===== src/rtl/uart_rx_fifo.sv =====
// Oversampling UART receiver with a show-ahead RX FIFO.
// Each word carries parity/framing error tags; overrun and break are sticky flags.
module uart_rx_fifo #(
   parameter int unsigned DATA_BITS  = 8,
   parameter int unsigned PARITY     = 1,
   parameter int unsigned STOP_BITS  = 1,
   parameter int unsigned OVERSAMPLE = 16,
   parameter int unsigned FIFO_DEPTH = 8,
   localparam int unsigned CNT_W     = $clog2(FIFO_DEPTH + 1)
) (
   input  logic                 clk,
   input  logic                 rst,
   input  logic [15:0]          baud_div,
   input  logic                 rx,
   input  logic                 rd_en,
   input  logic                 err_clr,
   output logic [DATA_BITS-1:0] data_out,
   output logic                 valid,
   output logic                 PE,
   output logic                 FE,
   output logic                 OE,
   output logic                 BE,
   output logic [CNT_W-1:0]     count
);

   localparam int unsigned PTR_W  = (FIFO_DEPTH > 1) ? $clog2(FIFO_DEPTH) : 1;
   localparam int unsigned SAMP_W = $clog2(OVERSAMPLE);
   localparam int unsigned BIT_W  = $clog2(DATA_BITS + 1);
   localparam int unsigned WORD_W = DATA_BITS + 2;

   typedef enum logic [2:0] {
      StIdle, StStart, StData, StPar, StStop, StBrkWait
   } state_e;

   logic rx_meta, rxs;

   always_ff @(posedge clk or negedge rst) begin
      if (!rst) begin
         rx_meta <= 1'b1;
         rxs     <= 1'b1;
      end else begin
         rx_meta <= rx;
         rxs     <= rx_meta;
      end
   end

   // Divider is latched at the wrap so a baud_div change never truncates a tick period.
   logic [15:0] tick_cnt, div_q;
   logic        tick;

   assign tick = (tick_cnt == div_q);

   always_ff @(posedge clk or negedge rst) begin
      if (!rst) begin
         tick_cnt <= '0;
         div_q    <= '0;
      end else if (tick) begin
         tick_cnt <= '0;
         div_q    <= baud_div;
      end else begin
         tick_cnt <= tick_cnt + 16'd1;
      end
   end

   state_e               state;
   logic [SAMP_W-1:0]    samp_cnt;
   logic [BIT_W-1:0]     bit_cnt;
   logic                 stop_cnt;
   logic [DATA_BITS-1:0] shreg;
   logic                 par_q, ferr_q, stop0_q;

   logic sample_now, last_stop, is_break, push, perr_w, ferr_w;

   always_comb begin
      sample_now = tick && (samp_cnt == SAMP_W'(OVERSAMPLE - 1));
      last_stop  = sample_now && (state == StStop) &&
                   ((STOP_BITS == 1) || stop_cnt);
      perr_w     = (PARITY == 0) ? 1'b0 : (par_q ^ (^shreg) ^ (PARITY == 2));
      ferr_w     = ferr_q | ~rxs;
      is_break   = last_stop && (shreg == '0) && ((PARITY == 0) || !par_q) &&
                   stop0_q && !rxs;
      push       = last_stop && !is_break;
   end

   always_ff @(posedge clk or negedge rst) begin
      if (!rst) begin
         state    <= StIdle;
         samp_cnt <= '0;
         bit_cnt  <= '0;
         stop_cnt <= 1'b0;
         shreg    <= '0;
         par_q    <= 1'b0;
         ferr_q   <= 1'b0;
         stop0_q  <= 1'b1;
      end else if (tick) begin
         unique case (state)
            StIdle: begin
               samp_cnt <= '0;
               if (!rxs) state <= StStart;
            end
            StStart: begin
               if (samp_cnt == SAMP_W'(OVERSAMPLE / 2 - 1)) begin
                  samp_cnt <= '0;
                  bit_cnt  <= '0;
                  state    <= rxs ? StIdle : StData;
               end else begin
                  samp_cnt <= samp_cnt + 1'b1;
               end
            end
            StData: begin
               if (sample_now) begin
                  samp_cnt <= '0;
                  shreg    <= {rxs, shreg[DATA_BITS-1:1]};
                  bit_cnt  <= bit_cnt + 1'b1;
                  if (bit_cnt == BIT_W'(DATA_BITS - 1)) begin
                     state    <= (PARITY != 0) ? StPar : StStop;
                     stop_cnt <= 1'b0;
                     ferr_q   <= 1'b0;
                     stop0_q  <= 1'b1;
                  end
               end else begin
                  samp_cnt <= samp_cnt + 1'b1;
               end
            end
            StPar: begin
               if (sample_now) begin
                  samp_cnt <= '0;
                  par_q    <= rxs;
                  state    <= StStop;
               end else begin
                  samp_cnt <= samp_cnt + 1'b1;
               end
            end
            StStop: begin
               if (sample_now) begin
                  samp_cnt <= '0;
                  ferr_q   <= ferr_w;
                  stop0_q  <= stop0_q & ~rxs;
                  stop_cnt <= 1'b1;
                  // A low final stop bit may be the head of a held-low line.
                  if (last_stop) state <= rxs ? StIdle : StBrkWait;
               end else begin
                  samp_cnt <= samp_cnt + 1'b1;
               end
            end
            StBrkWait: begin
               if (rxs) state <= StIdle;
            end
            default: state <= StIdle;
         endcase
      end
   end

   logic [WORD_W-1:0] mem [FIFO_DEPTH];
   logic [WORD_W-1:0] head;
   logic [PTR_W-1:0]  wptr, rptr;
   logic              pop, full, wr, oe_set;

   always_comb begin
      pop    = rd_en && valid;
      full   = (count == CNT_W'(FIFO_DEPTH));
      wr     = push && (!full || pop);
      oe_set = push && full && !pop;
   end

   always_ff @(posedge clk) begin
      if (wr) mem[wptr] <= {perr_w, ferr_w, shreg};
   end

   always_ff @(posedge clk or negedge rst) begin
      if (!rst) begin
         wptr  <= '0;
         rptr  <= '0;
         count <= '0;
         OE    <= 1'b0;
         BE    <= 1'b0;
      end else begin
         if (wr)  wptr <= wptr + 1'b1;
         if (pop) rptr <= rptr + 1'b1;
         if (wr && !pop)      count <= count + 1'b1;
         else if (!wr && pop) count <= count - 1'b1;
         if (oe_set)       OE <= 1'b1;
         else if (err_clr) OE <= 1'b0;
         if (is_break)     BE <= 1'b1;
         else if (err_clr) BE <= 1'b0;
      end
   end

   assign valid    = (count != '0);
   assign head     = mem[rptr];
   assign data_out = valid ? head[DATA_BITS-1:0] : '0;
   assign FE       = valid & head[DATA_BITS];
   assign PE       = valid & head[DATA_BITS+1];

endmodule


===== config.mk =====
export PLATFORM = sky130hd
export DESIGN_NAME = uart_rx_fifo
export DESIGN_NICKNAME = d
export VERILOG_FILES = /design/src/rtl/uart_rx_fifo.sv
export SDC_FILE = /design/constraint.sdc
export NUM_CORES = 1
export LEC_CHECK = 0
export BUFFER_PORTS_ARGS = -buffer_cell sky130_fd_sc_hd__buf_2
export CAP_MARGIN = 20
export CORE_MARGIN = 2
export CORE_UTILIZATION = 50
export CTS_CLUSTER_DIAMETER = 80
export DETAILED_ROUTE_END_ITERATION = 16
export PLACE_DENSITY = 0.63
export SYNTH_ARGS = -nofsm -noshare
export SYNTH_HDL_FRONTEND = slang
export SYNTH_SLANG_ARGS = --single-unit

===== constraint.sdc =====
create_clock -name clk -period 3.1 [get_ports clk]
set_input_delay 0.155 -clock clk [delete_from_list [all_inputs] [get_ports clk]]
set_output_delay 0.155 -clock clk [all_outputs]
set_load 0.01 [all_outputs]

Yosys cells after proc, flatten, opt, wreduce, memory -nomap -nowiden
Memory sizes are Yosys's and may differ from the RTL's.
Index checks and enable logic that the tools add are counted.
W data, S select, Z words.
{"block": "totals", "elab_cells": 119, "ramBits": 80, "out_inout_bits": 17, "n_memories": 1, "ff_bits": 68}
{"block": "classes", "add_sub_neg": 7, "mux": 34, "n_eq_ne": 18, "n_bitwise": 6, "n_reduce_logical": 37}
{"memory": "mem", "words": 8, "word_bits": 10, "read_ports": 1, "rd_clocked_by_memory_dff": 0, "write_ports": 1, "line_no": "154", "source": "logic [WORD_W-1:0] mem [FIFO_DEPTH];"}
{"operator": "$mux W3", "count": 9}
{"operator": "$mux W4", "count": 6}
{"operator": "$pmux W3 S6", "count": 1}
{"operator": "$add A16 B1 Y16 const B", "count": 1}
{"operator": "$eq A16 B16 Y1", "count": 1}
{"operator": "$mux W16", "count": 1}
{"operator": "$ne A2 B2 Y1 const B", "count": 8}
{"operator": "$logic_and A1 B1 Y1", "count": 13}
{"operator": "$add A4 B1 Y4 const B", "count": 3}
{"operator": "$pmux W4 S3", "count": 1}
{"operator": "$mux W1", "count": 11}
{"operator": "$reduce_bool A2 Y1", "count": 5}
{"operator": "$reduce_and A9 Y1", "count": 1}
{"operator": "$eq A4 B3 Y1 const B", "count": 2}
{"operator": "$eq A4 B4 Y1 const B", "count": 2}
{"operator": "$logic_not A8 Y1", "count": 1}
{"operator": "$mux W8", "count": 1}
{"operator": "$pmux W4 S2", "count": 1}
{"operator": "$reduce_xor A8 Y1", "count": 1}
{"operator": "$add A3 B1 Y3 const B", "count": 2}
{"operator": "$eq A3 B2 Y1 const B", "count": 2}
{"operator": "$eq A3 B3 Y1 const B", "count": 2}
{"operator": "$logic_not A1 Y1", "count": 6}
{"operator": "$reduce_and A3 Y1", "count": 2}
{"operator": "other kinds (16)", "count": 19}

Depth between registers and ports, before layout
{"block": "logic_depth", "depth_word": 14, "depth_mapped": 15, "ltp_nobuf": 15}

Worst setup path after synthesis
Ideal clock, no wire load.
{"block": "synth_timing", "path_type": "flip-flop to flip-flop", "start": "register shreg[4]", "end": "register count[3]", "n_path_buf": 0, "t_arrival_ps": 2689, "path_stages_with_launch": 16, "t_required_ps": 2978, "setup_slack_ps": 289, "synth_period_minus_slack_ps": 2811, "cell_sequence": "dfrtp_1 -> inv_1 -> ha_1 -> and4_1 -> a311o_1 -> a31oi_2 -> nand2_1 -> inv_1 -> ha_1 -> inv_1 -> ha_1 -> a21o_1 -> a21oi_1 -> xnor2_1 -> nor2_1 -> xnor2_1"}
{"block": "synth_via", "elab_chain_cells": 11, "elab_cells_between_ends": 13}
{"item": "from (decl)", "line_no": "69", "source": "logic [DATA_BITS-1:0] shreg;"}
{"item": "from (signal assigned)", "line_no": "113", "source": "shreg <= {rxs, shreg[DATA_BITS-1:1]};"}
{"item": "$logic_not A8 Y1 *", "line_no": "80", "source": "is_break = last_stop && (shreg == '0) && ((PARITY == 0) || !par_q) &&"}
{"item": "$logic_and A1 B1 Y1 * (3 in a row)", "line_no": "80"}
{"item": "$logic_and A1 B1 Y1 *", "line_no": "81", "source": "stop0_q && !rxs;"}
{"item": "$logic_not A1 Y1 *", "line_no": "82", "source": "push = last_stop && !is_break;"}
{"item": "$logic_and A1 B1 Y1 *", "line_no": "82"}
{"item": "$logic_and A1 B1 Y1 *", "line_no": "162", "source": "wr = push && (!full || pop);"}
{"item": "net wr", "line_no": "157", "source": "logic pop, full, wr, oe_set;"}
{"item": "$logic_not A1 Y1", "line_no": "181", "source": "else if (!wr && pop) count <= count - 1'b1;"}
{"item": "$logic_and A1 B1 Y1", "line_no": "181"}
{"item": "$reduce_bool A2 Y1 (no source line)"}
{"item": "to (signal assigned)", "line_no": "180", "source": "if (wr && !pop) count <= count + 1'b1;"}
{"item": "to (signal assigned)", "line_no": "181"}
{"item": "to (decl)", "line_no": "23", "source": "output logic [CNT_W-1:0] count"}
Mark *: on every way through the listed nets, which the timed path passes. The rest lies on a longest branch.
A chain may end at the register's enable or synchronous reset.

Final worst setup path
{"block": "layout_timing", "start": "register state[1]", "end": "register count[3]"}
{"block": "layout_via", "elab_chain_cells": 12, "elab_cells_between_ends": 14}
{"item": "from (decl)", "line_no": "65", "source": "state_e state;"}
{"item": "from (signal assigned)", "line_no": "87", "source": "state <= StIdle;"}
{"item": "from (signal assigned)", "line_no": "99", "source": "if (!rxs) state <= StStart;"}
{"item": "from (signal assigned)", "line_no": "105", "source": "state <= rxs ? StIdle : StData;"}
{"item": "$eq A3 B3 Y1 *", "line_no": "76", "source": "last_stop = sample_now && (state == StStop) &&"}
{"item": "$logic_and A1 B1 Y1 *", "line_no": "76"}
{"item": "$logic_and A1 B1 Y1 (3 in a row)", "line_no": "80"}
{"item": "$logic_and A1 B1 Y1", "line_no": "81"}
{"item": "$logic_not A1 Y1", "line_no": "82"}
{"item": "$logic_and A1 B1 Y1 *", "line_no": "82"}
{"item": "$logic_and A1 B1 Y1 *", "line_no": "162"}
{"item": "net wr", "line_no": "157"}
{"item": "$logic_not A1 Y1", "line_no": "181"}
{"item": "$logic_and A1 B1 Y1", "line_no": "181"}
{"item": "$reduce_bool A2 Y1 (no source line)"}
Marks and branches as above.

==> metrics.md <==
| Metric | Value |
|---|---|
| Outcome | complete, no violations |
| IO Count | 38 |
| Post-synthesis cell area | 6545 µm² |
| DIE WIDTH | 118.4 µm |
| DIE AREA | 14,020 µm² |
| Synth Flop Type | edfxtp_1 |
| # nets final | 588 |
| Detailed Place HPWL | 8316 µm |
| Fin cells | 739 |
| Syn nets | 501 |
| F_max | 346.3 MHz |
| Clock root buffer | clkbuf_16 |
| Slowest-stage cell, CP | or3b_1 |
| Leak | 3.228 nW |
| Commonest non-fill, non-tap cell in the layout | edfxtp_1 |
| Area after DPL | 7101 µm² |
| Largest net degree at the start of global routing | 40 |
| Post-DRT Antenna Nets | 0 |
| Dpl cells | 688 |
| Post-Synthesis Cells | 467 |
| Commonest cells after routing, fill and taps aside | edfxtp_1 (80), dfrtp_1 (65), nor2_1 (44), buf_2 (37), xnor2_1 (33) |
| Slew Limit Headroom | 0.3595 |
| Routability cong. | 0.8169 |
| Post-layout util | 0.6190 |
| Tmin final | 2888 ps |
| Distinct cells, synth | 49 |
| CP Max Fanout | 4 |
| RSZ-0062 raised after global routing | no |
| First-pass GRT wire length | 21,070 µm |
| Max VDD drop | 0.0003757 V |
| Required time worst endpoint | 3400 ps |
| Total core area | 12,720 µm² |
| Initial Utilization | 0.5145 |
| Vias after detailed routing | 3,976 |
| Overall routed net length | 12,470 µm |
| CTS tree | yes |
| FF+latch count, synth | 148 |
| Critical path's largest stage delay | 450 ps |
| CP endpoint kind | flip-flop |
| CP delay by family, top | compound AO/OA/AOI/OAI gates |
| Seq pwr share | 0.471 |
| Num rows | 41 |
| Max_cap viols | 0 |
| Bufs and invs on worst path | 2 |
| Seq/Total Area, Yosys | 0.6276 |
| Gr usage total | 0.1962 |
| Actual slew at the worst max-slew pin | 960.7 ps |
| Sw Pwr | 1.283 mW |
| Hold WC Path Type | in2reg |
| Mapped Avg Cell Area | 14.02 µm² |
| Share of cells above drive strength 1 | 0.2628 |
| Int Pwr | 3.696 mW |
| Setup violators final | 0 |
| Gate power share | 0.129 |
| CP Launch Type | flip-flop |
| TritonCTS Sinks | 148 |
| Post-synth ARST share | 0.4595 |
| Area grow syn2layout | 20.32% |
| Endpoints failing hold | 0 |
| WL per Instance | 16.87 µm |
| Switching Share | 0.2576 |
| Clock power frac | 0.400 |
| Max Transition Viols Final | 0 |
| DR iter-0 viols | 264 |
| Clock Path Buffers | 2 |
| CP Cell Sequence | or3b_1, a311o_1, a31oi_2, nand2_1, inv_1, ha_1, inv_1, ha_1, a21o_1, a21oi_1, xnor2_1, nor2_1, xnor2_1 |
| Die height | 118.4 µm |
| Yosys warns | 0 |
| Clk_lat worst skew | 420 ps |
| PortBufs | 37 |
| Crit path kind | reg2reg |
| Vias in the first global route | 4,080 |
| Cell area after layout | 7875 µm² |
| Max H-tree Level | 4 |
| Tcrit/Tclk final | 0.9315 |
| PwrDens | 632.2 nW/µm² |
| EDFF count, synth | 80 |
| Drt first pass iters | 4 |
| Setup bufs post-CTS | 0 |
| Initial antenna violation count | 0 |
| Worst EP arrival | 3190 ps |
| Clock Skews | 11.91 ps |
| Overflow after GRT | 0 |
| Vias per cell | 5.380 |
| ANT cells | 0 |
| Clock transition at path regs | 60 ps |
| Fillers | 1,001 |
| DRC | 0 |
| CTS buffer count | 17 |
| Setup TNS | 0 ps |
## per-stage QoR
stage / power, mW / setup WS [ps] / hold slack (ps)
floorplan: 2.794 / 288.9 / -140.6
global placement: 3.006 / 278.3 / 204.9
detailed placement: 3.025 / 198.1 / 212.4
CTS: 5.053 / 180.5 / 34.11
global route: 5.209 / 27.65 / 56.92
finish: 4.979 / 212.2 / 58.04
## flip-flops by register name, indices dropped and copies added, names as in the netlist, 3 cells and up
signal and count:
div_q 16, bit_cnt 4, shreg 8, state 3, count 4, samp_cnt 4
mem 80, tick_cnt 16, rptr 3, wptr 3
## logic make-up after synthesis
kind of cell	after synthesis	share of synthesized area
and+or+nand+nor	135	0.1069
xor gates and xnor gates	39	0.05219
adders and majority gates	13	0.02600
buffers and inverters	37	0.02256
AOI/OAI and AO/OA	42	0.04129
DFF	148	0.6276
muxes	53	0.1235
## repair_timing
action | in CTS | in global routing
hold buffers | 19 | 0
setup endpoints to repair | 0 | 1
gates resized for setup | 0 | 1
hold endpoints to repair | 44 | 0
## cell usage after synthesis, types with 2 or more instances
master	instances	area [µm²]
edfxtp_1	80	2402
dfrtp_1	65	1627
nor2_1	44	165.2
xnor2_1	33	289.0
nand3_1	24	120.1
mux2_2	22	247.7
mux4_2	20	450.4
inv_1	19	71.32
o21ai_0	17	85.08
nand2_1	16	60.06
ha_1	12	150.1
mux2i_1	11	110.1
clkbuf_1	10	37.54
nand4_1	9	56.30
a21oi_1	7	35.03
buf_2	7	35.03
nor3_1	7	35.03
xor2_1	6	52.55
nand2b_1	5	31.28
o2bb2ai_1	5	43.79
and2_1	4	25.02
and3_1	3	18.77
dfstp_2	3	78.83
nand3b_1	3	22.52
nor2b_1	3	18.77
nor4_1	3	18.77
or3_1	3	18.77
a31oi_1	2	12.51
and4_1	2	17.52
nor3b_1	2	15.01
or3b_2	2	17.52
## path summary, 6_finish.rpt
check	start	endpoint	slack, ps	cells past startpoint
worst max-delay path	state[1]$_DFFE_PN0P_	count[3]$_DFFE_PN0P_	210	13
worst min-delay path	rd_en	rptr[2]$_DFFE_PN0P_	60	3
worst max register to register	state[1]$_DFFE_PN0P_	count[3]$_DFFE_PN0P_	210	13
worst min register to register	rx_meta$_DFF_PN1_	rxs$_DFF_PN1_	360	0
max in group asynchronous	rst	stop0_q$_DFFE_PN1P_	2000	3
min in group asynchronous	rst	div_q[12]$_DFFE_PN0N_	280	2
## worst register-to-register path, stage by stage, from the launching register on
cell and delay, ps:
dfrtp_1 380, or3b_1 450, a311o_1 350, a31oi_2 190, nand2_1 130, inv_1 90, ha_1 170, inv_1 90
ha_1 270, a21o_1 150, a21oi_1 170, xnor2_1 140, nor2_1 70, xnor2_1 120
## per-layer routing
metal  vias to the layer above  share of wire  global-route usage
met4                         0          0.011             0.06622
met3                        13          0.029             0.04488
li1                       1903              -                   -
met1                      1998           0.44              0.2531
met5                         -              0                   0
met2                        62           0.52              0.3291
## final cells by class
cell class / count / area (µm²) / area share
Tap cell: 172 / 215.2 / 0.02733
Multi-Input combinational cell: 282 / 2298 / 0.2919
Inverter: 19 / 71.32 / 0.009056
Sequential cell: 148 / 4108 / 0.5216
Timing Repair Buffer: 86 / 600.6 / 0.07626
Clock buffer: 18 / 429.2 / 0.05450
Clock inverter: 14 / 152.6 / 0.01938
## power by group through the flow
stage | Sequential [mW] | Clock, mW | Combinational (mW)
global placement | 2.39 | 0 | 0.620
detailed placement | 2.39 | 0 | 0.639
global route | 2.37 | 2.13 | 0.717
CTS | 2.35 | 2.04 | 0.660
floorplan | 2.28 | 0 | 0.512
finish | 2.34 | 1.99 | 0.641
Power figures use the tool's default switching activity.
